**src/rtl/pipe_ctrl_pkg.sv**
```systemverilog
// ============================================================================
// pipe_ctrl_pkg : shared types and constants for the pipeline controller
// Revision      : 1.0
// ============================================================================
`default_nettype none

package pipe_ctrl_pkg;

  typedef enum logic [0:0] {
    ST_RUN   = 1'b0,
    ST_DRAIN = 1'b1
  } state_e;

  localparam int unsigned c_stall_w  = 6;
  localparam int unsigned c_stall_pc = 0;

  localparam logic [5:0] c_stall_none = 6'b000000;
  localparam logic [5:0] c_stall_if   = 6'b000011;
  localparam logic [5:0] c_stall_id   = 6'b000111;
  localparam logic [5:0] c_stall_ex   = 6'b001111;
  localparam logic [5:0] c_stall_mem  = 6'b011111;

  localparam logic [31:0] c_zero_word    = 32'h0000_0000;
  localparam logic [31:0] c_exc_int      = 32'h0000_0001;
  localparam logic [31:0] c_exc_syscall  = 32'h0000_0008;
  localparam logic [31:0] c_exc_break    = 32'h0000_0009;
  localparam logic [31:0] c_exc_ri       = 32'h0000_000a;
  localparam logic [31:0] c_exc_ov       = 32'h0000_000c;
  localparam logic [31:0] c_exc_trap     = 32'h0000_000d;
  localparam logic [31:0] c_exc_eret     = 32'h0000_000e;

  // Only eret returns to EPC; every other nonzero code enters the vector.
  function automatic logic [31:0] exc_target(input logic [31:0] code,
                                             input logic [31:0] epc,
                                             input logic [31:0] vec);
    logic [31:0] t;
    case (code)
      c_exc_eret:                        t = epc;
      c_exc_int, c_exc_syscall, c_exc_break,
      c_exc_ri, c_exc_ov, c_exc_trap:    t = vec;
      default:                           t = vec;
    endcase
    return t;
  endfunction

endpackage

`default_nettype wire

```
**src/rtl/pipe_ctrl_stall_merge.sv**
```systemverilog
// ============================================================================
// pipe_ctrl_stall_merge : priority encoder, deepest stall requester wins
// Revision              : 1.0
// ============================================================================
`default_nettype none

module pipe_ctrl_stall_merge
  import pipe_ctrl_pkg::*;
(
  input  logic       req_if,
  input  logic       req_id,
  input  logic       req_ex,
  input  logic       req_mem,
  output logic [5:0] stall
);

  always_comb begin
    stall = c_stall_none;
    if (req_mem)      stall = c_stall_mem;
    else if (req_ex)  stall = c_stall_ex;
    else if (req_id)  stall = c_stall_id;
    else if (req_if)  stall = c_stall_if;
  end

endmodule

`default_nettype wire

```
**src/rtl/pipe_ctrl.sv**
```systemverilog
// ============================================================================
// pipe_ctrl : stall merge, exception flush/redirect and in-flight fetch drain
// Revision  : 1.0
// ============================================================================
`default_nettype none

module pipe_ctrl
  import pipe_ctrl_pkg::*;
#(
  parameter logic [31:0] EXC_VECTOR = 32'hBFC00380
) (
  input  logic        clk,
  input  logic        resetn,
  input  logic        stallreq_if,
  input  logic        stallreq_id,
  input  logic        stallreq_ex,
  input  logic        stallreq_mem,
  input  logic [31:0] excepttype,
  input  logic [31:0] cp0_epc,
  output logic [5:0]  stall,
  output logic        flush,
  output logic        pc_load,
  output logic [31:0] new_pc,
  output logic        if_discard,
  output logic [31:0] stall_cycles
);

  state_e      state_q, state_d;
  logic [31:0] tgt_q, tgt_d;
  logic [31:0] stall_cycles_q, stall_cycles_d;

  logic [5:0]  w_merged;
  logic [5:0]  w_stall;
  logic        w_flush;
  logic        w_pc_load;
  logic [31:0] w_new_pc;
  logic        w_if_discard;
  logic        w_accept;
  logic [31:0] w_target;

  pipe_ctrl_stall_merge u_stall_merge (
    .req_if  (stallreq_if),
    .req_id  (stallreq_id),
    .req_ex  (stallreq_ex),
    .req_mem (stallreq_mem),
    .stall   (w_merged)
  );

  // A data transaction in flight must complete before MEM can be flushed.
  assign w_accept = (excepttype != c_zero_word) && !stallreq_mem;
  assign w_target = exc_target(excepttype, cp0_epc, EXC_VECTOR);

  always_comb begin
    state_d      = state_q;
    tgt_d        = tgt_q;
    w_stall      = w_merged;
    w_flush      = 1'b0;
    w_pc_load    = 1'b0;
    w_new_pc     = tgt_q;
    w_if_discard = 1'b0;

    case (state_q)
      ST_RUN: begin
        if (w_accept) begin
          w_stall = c_stall_none;
          w_flush = 1'b1;
          tgt_d   = w_target;
          if (!stallreq_if) begin
            w_pc_load = 1'b1;
            w_new_pc  = w_target;
          end else begin
            state_d = ST_DRAIN;
          end
        end
      end
      ST_DRAIN: begin
        // Pipeline holds only bubbles here, so other requests are moot.
        w_stall      = c_stall_if;
        w_if_discard = 1'b1;
        if (!stallreq_if) begin
          w_pc_load = 1'b1;
          state_d   = ST_RUN;
        end
      end
      default: state_d = ST_RUN;
    endcase

    stall_cycles_d = stall_cycles_q + {31'd0, w_stall[c_stall_pc]};
  end

  always_ff @(posedge clk or negedge resetn) begin
    if (!resetn) begin
      state_q        <= ST_RUN;
      tgt_q          <= c_zero_word;
      stall_cycles_q <= c_zero_word;
    end else begin
      state_q        <= state_d;
      tgt_q          <= tgt_d;
      stall_cycles_q <= stall_cycles_d;
    end
  end

  assign stall        = resetn ? w_stall      : c_stall_none;
  assign flush        = resetn & w_flush;
  assign pc_load      = resetn & w_pc_load;
  assign new_pc       = resetn ? w_new_pc     : c_zero_word;
  assign if_discard   = resetn & w_if_discard;
  assign stall_cycles = stall_cycles_q;

endmodule

`default_nettype wire
```
**config.mk**
```make
export PLATFORM = sky130hd
export DESIGN_NAME = pipe_ctrl
export DESIGN_NICKNAME = d
export VERILOG_FILES = /design/src/rtl/pipe_ctrl_pkg.sv /design/src/rtl/pipe_ctrl_stall_merge.sv /design/src/rtl/pipe_ctrl.sv
export SDC_FILE = /design/constraint.sdc
export NUM_CORES = 1
export LEC_CHECK = 0
export BUFFER_PORTS_ARGS = -buffer_cell sky130_fd_sc_hd__buf_4
export CAP_MARGIN = 20
export CORE_MARGIN = 5
export CORE_UTILIZATION = 47
export CTS_CLUSTER_DIAMETER = 30
export CTS_CLUSTER_SIZE = 30
export DETAILED_ROUTE_END_ITERATION = 10
export GPL_TIMING_DRIVEN = 0
export PLACE_DENSITY = 0.8
export SYNTH_ARGS = -nofsm -noshare
export SYNTH_HDL_FRONTEND = slang
export SYNTH_SLANG_ARGS = --single-unit
```
**constraint.sdc**
```tcl
create_clock -name clk -period 2.95 [get_ports clk]
set_input_delay 0 -clock clk [delete_from_list [all_inputs] [get_ports clk]]
set_output_delay 0 -clock clk [all_outputs]
set_load 0.01 [all_outputs]
```
==> results.md <==
* Mux contribution to synthesized area at 0%
* Outcome: completed
* Die area at 8450 um2
* Layout Utilization at 75.6%
* Top cells by area, synth: dfrtp_1 52%, a22o_1 11%, xnor2_1 4.7%
* Met1 usage at 26.5%
* XOR/XNOR Fraction of Synth Area at 8.33%
* Io pins at 143
* Fin worst setup slack at 0.234 ns
* RR Startpoint: state_q$_DFF_PN0_
* Sw Ratio at 26.9%
* Worst Hold Launch: stallreq_mem
* Clock skew at 0.00423 ns
* Tcrit/Tclk final at 92.1%
* Post-synthesis simple-gate area fraction at 14.1%
* Asr flop ratio synth at 100%
* EDFF count, synth at 0
* F_max at 368 MHz
* Final Power at 2.15 mW
* Max Slew Vio Count at 0
* Gpl congestion at 0.833
* RSZ-0062 raised after global routing: no
* Area of the multi-input gates at 1430 um2
* Setup Buffers After CTS at 0
* P_leak at 2.32 nW
* Final-report hold violation count at 0
* Sw Pwr at 0.578 mW
* Die W at 91.9 um
* Cell taking the most area after synthesis: dfrtp_1
* Final WL at 9450 um
* Site row count at 29
* Starting Density at 49.1%
* Post-synthesis sequential area ratio at 51.6%
* Post-synth net total at 351
* CTS buffer count at 9
* Global Route met2 Usage at 38.9%
* Yosys synthesis warning count at 0
* Routing usage on met3 at 6.96%
* Commonest register cell after synthesis: dfrtp_1
* CTS tree: yes
* All-layer global routing usage at 22.9%
* Remaining DRCs at 0
* Min cycle time layout at 2.72 ns
* Combinational fraction of design power at 18.7%
* H-tree levels at 3
* WS Path Type: in -> reg
* Adder-cell share of the synthesized area at 1.19%
* Endpoints failing setup at 0
* Core area at 6420 um2
* First-pass GRT wire length at 15,500 um
* Vias in the first global route at 3,270
* Layout overhead on the synthesized area at 54.0%
* Critical Path RT at 3.21 ns
* Grt total ovfl at 0
* Vias at 3,023
* Clock power frac at 34.8%
* Peak supply drop at 0.240 mV
* Largest family of logic cells by synthesized area: compound AO/OA/AOI/OAI gates
* CP max FO at 6
* Placed cell areas at 4310 um2
* Largest net degree at the start of global routing at 73
* Max-cap violations at 0
* Vias/cell at 5.54
* Final #Nets at 537
* Final instance area at 4850 um2
* Mapped Area at 3150 um2
* Layout cells sized above 1 at 37.1%
* Latest clock arrival within the worst-skew pair at 0.34 ns
* FILL cells at 454
* Slew @ Worst Pin at 0.645 ns
* Worst rel slew slack at 56.7%
* Post-synthesis compound-gate area fraction at 21.1%
* ANT cells at 0
* Max clock buf depth at 2
* PortBufs at 141
* Avg WL per Cell at 17.3 um
* Number of synthesized register bits at 65
* Post-route ant nets at 0
* Hpwl dp at 6500 um
* Synth cell types at 37
* Drt pass-1 iters at 4
* Clock Pin Slew Worst Setup and Hold Paths at 0.07 ns
* Synth top area share at 51.6%
* CP arrival at 2.98 ns
* Synth Instances at 278
* Sequential power share at 46.6%
* Hold Path Class: in -> reg
* Register area at 1630 um2
* P_int at 1.57 mW
* Most Used Layer, Global Route: met2
* Crit. Startpoint: excepttype[13]
* Post-place setup slack at -0.177 ns
* Clock sink total at 65
* Root Driver: clkbuf_8
* PwrDens at 443 nW/um2
* Avg Cell Area, Syn at 11.3 um2
* Die extent in y at 91.9 um
* CP Capture Type: flop
* DR iter-0 viols at 82
* Crit start category: primary input
* Initial antenna violation count at 0
==> power groups by stage <==
stage          combinational [mW]  sequential (mW)  clock, mW
6_report                    0.401             1.00      0.747
5_1_grt                     0.441             1.01      0.805
4_1_cts                     0.403             1.00      0.764
3_5_place_dp                0.365             1.02          0
3_3_place_gp                0.359             1.01          0
2_1_floorplan               0.119             1.03          0
==> synth_stat cells, types with 8 or more instances <==
cell type	count
a22o_1	40
clkbuf_1	8
dfrtp_1	65
nand2_1	13
nand3_1	14
nand4_1	9
nor2_1	19
o221a_1	10
o22a_1	12
xnor2_1	17
xor2_1	13
==> placed cells by master (no fill, tap or decap), types with 3 or more instances in the layout <==
cell type,n
nor2_1,18
nand3_1,14
nor4_2,4
a21oi_1,4
buf_4,142
nand2_1,13
clkbuf_8,10
and3_1,3
o21ai_0,4
dfrtp_1,65
buf_6,4
inv_1,5
clkbuf_1,11
xor2_1,13
o22a_1,12
nand4_1,9
ha_1,3
dlygate4sd3_1,34
nor3_1,5
nor4_1,4
a22o_1,40
o221a_1,10
buf_2,3
xnor2_1,17
==> flip-flops by register name, indices dropped and copies added (netlist names) <==
register	count
stall_cycles	32
state_q	1
tgt_q	32
==> through the flow <==
step	setup TNS (ns)	hold WS (ns)	cells
floorplan	0	-0.296	278
global placement	-0.591	0.161	496
detailed placement	-1.19	0.171	496
CTS	0	0.00313	546
global route	0	0.00447	546
finish	0	0.0230	546
==> layout make-up <==
class | count | area share (%)
flip-flops and latches | 65 | 33.5
well taps | 77 | 1.98
inverters | 5 | 0.387
multi-input cells | 192 | 29.4
repair buffers | 175 | 28.9
plain buffers | 16 | 1.93
clock inverters | 3 | 0.825
clock buffers | 13 | 3.07
==> critical path, cell delays in order <==
cell,delay (ns)
buf_4,0.11
nor4_2,0.29
nand4_1,0.29
nor2_4,0.25
nand2_1,0.10
o21ai_0,0.30
ha_1,0.20
ha_1,0.21
nand2_1,0.08
or3_1,0.41
or2_1,0.24
clkbuf_1,0.19
nor3_2,0.16
xor2_1,0.16
==> cell families (layout without fill, tap and decap cells) <==
family,count (synthesis),in the layout
AOI/OAI and AO/OA,76,76
xor gates and xnor gates,30,30
adders and majority gates,3,3
buffers and inverters,21,212
DFF,65,65
other,1,1
and+or+nand+nor,82,82
==> path summary, 6_finish.rpt <==
check                                             end  slack [ns]  depth (start not counted)
min in group asynchronous   stall_cycles[5]$_DFF_PN0_        0.23                          2
max in group asynchronous       tgt_q[24]$_DFFE_PN0P_        2.30                          2
hold / removal                      state_q$_DFF_PN0_        0.02                          3
hold reg to reg            stall_cycles[31]$_DFF_PN0_        0.47                          1
setup / recovery           stall_cycles[28]$_DFF_PN0_        0.23                         14
setup reg to reg           stall_cycles[28]$_DFF_PN0_        0.59                         10
==> layer usage <==
| metal | part of all wire, % | up-vias | wire, um |
|---|---|---|---|
| met3 | 8.2 | 23 | 777 |
| met4 | 2.4 | 0 | 229 |
| met1 | 38 | 1452 | 3610 |
| met5 | 0 | - | 0 |
| met2 | 51 | 129 | 4840 |
| li1 | - | 1419 | - |
==> what timing repair did <==
action,4_1_cts,5_1_grt
endpoints found under the hold margin,98,0
endpoints found under the setup margin,0,16
resized for setup,0,4
hold buffers,34,0
(Power assumes the default switching activity.)
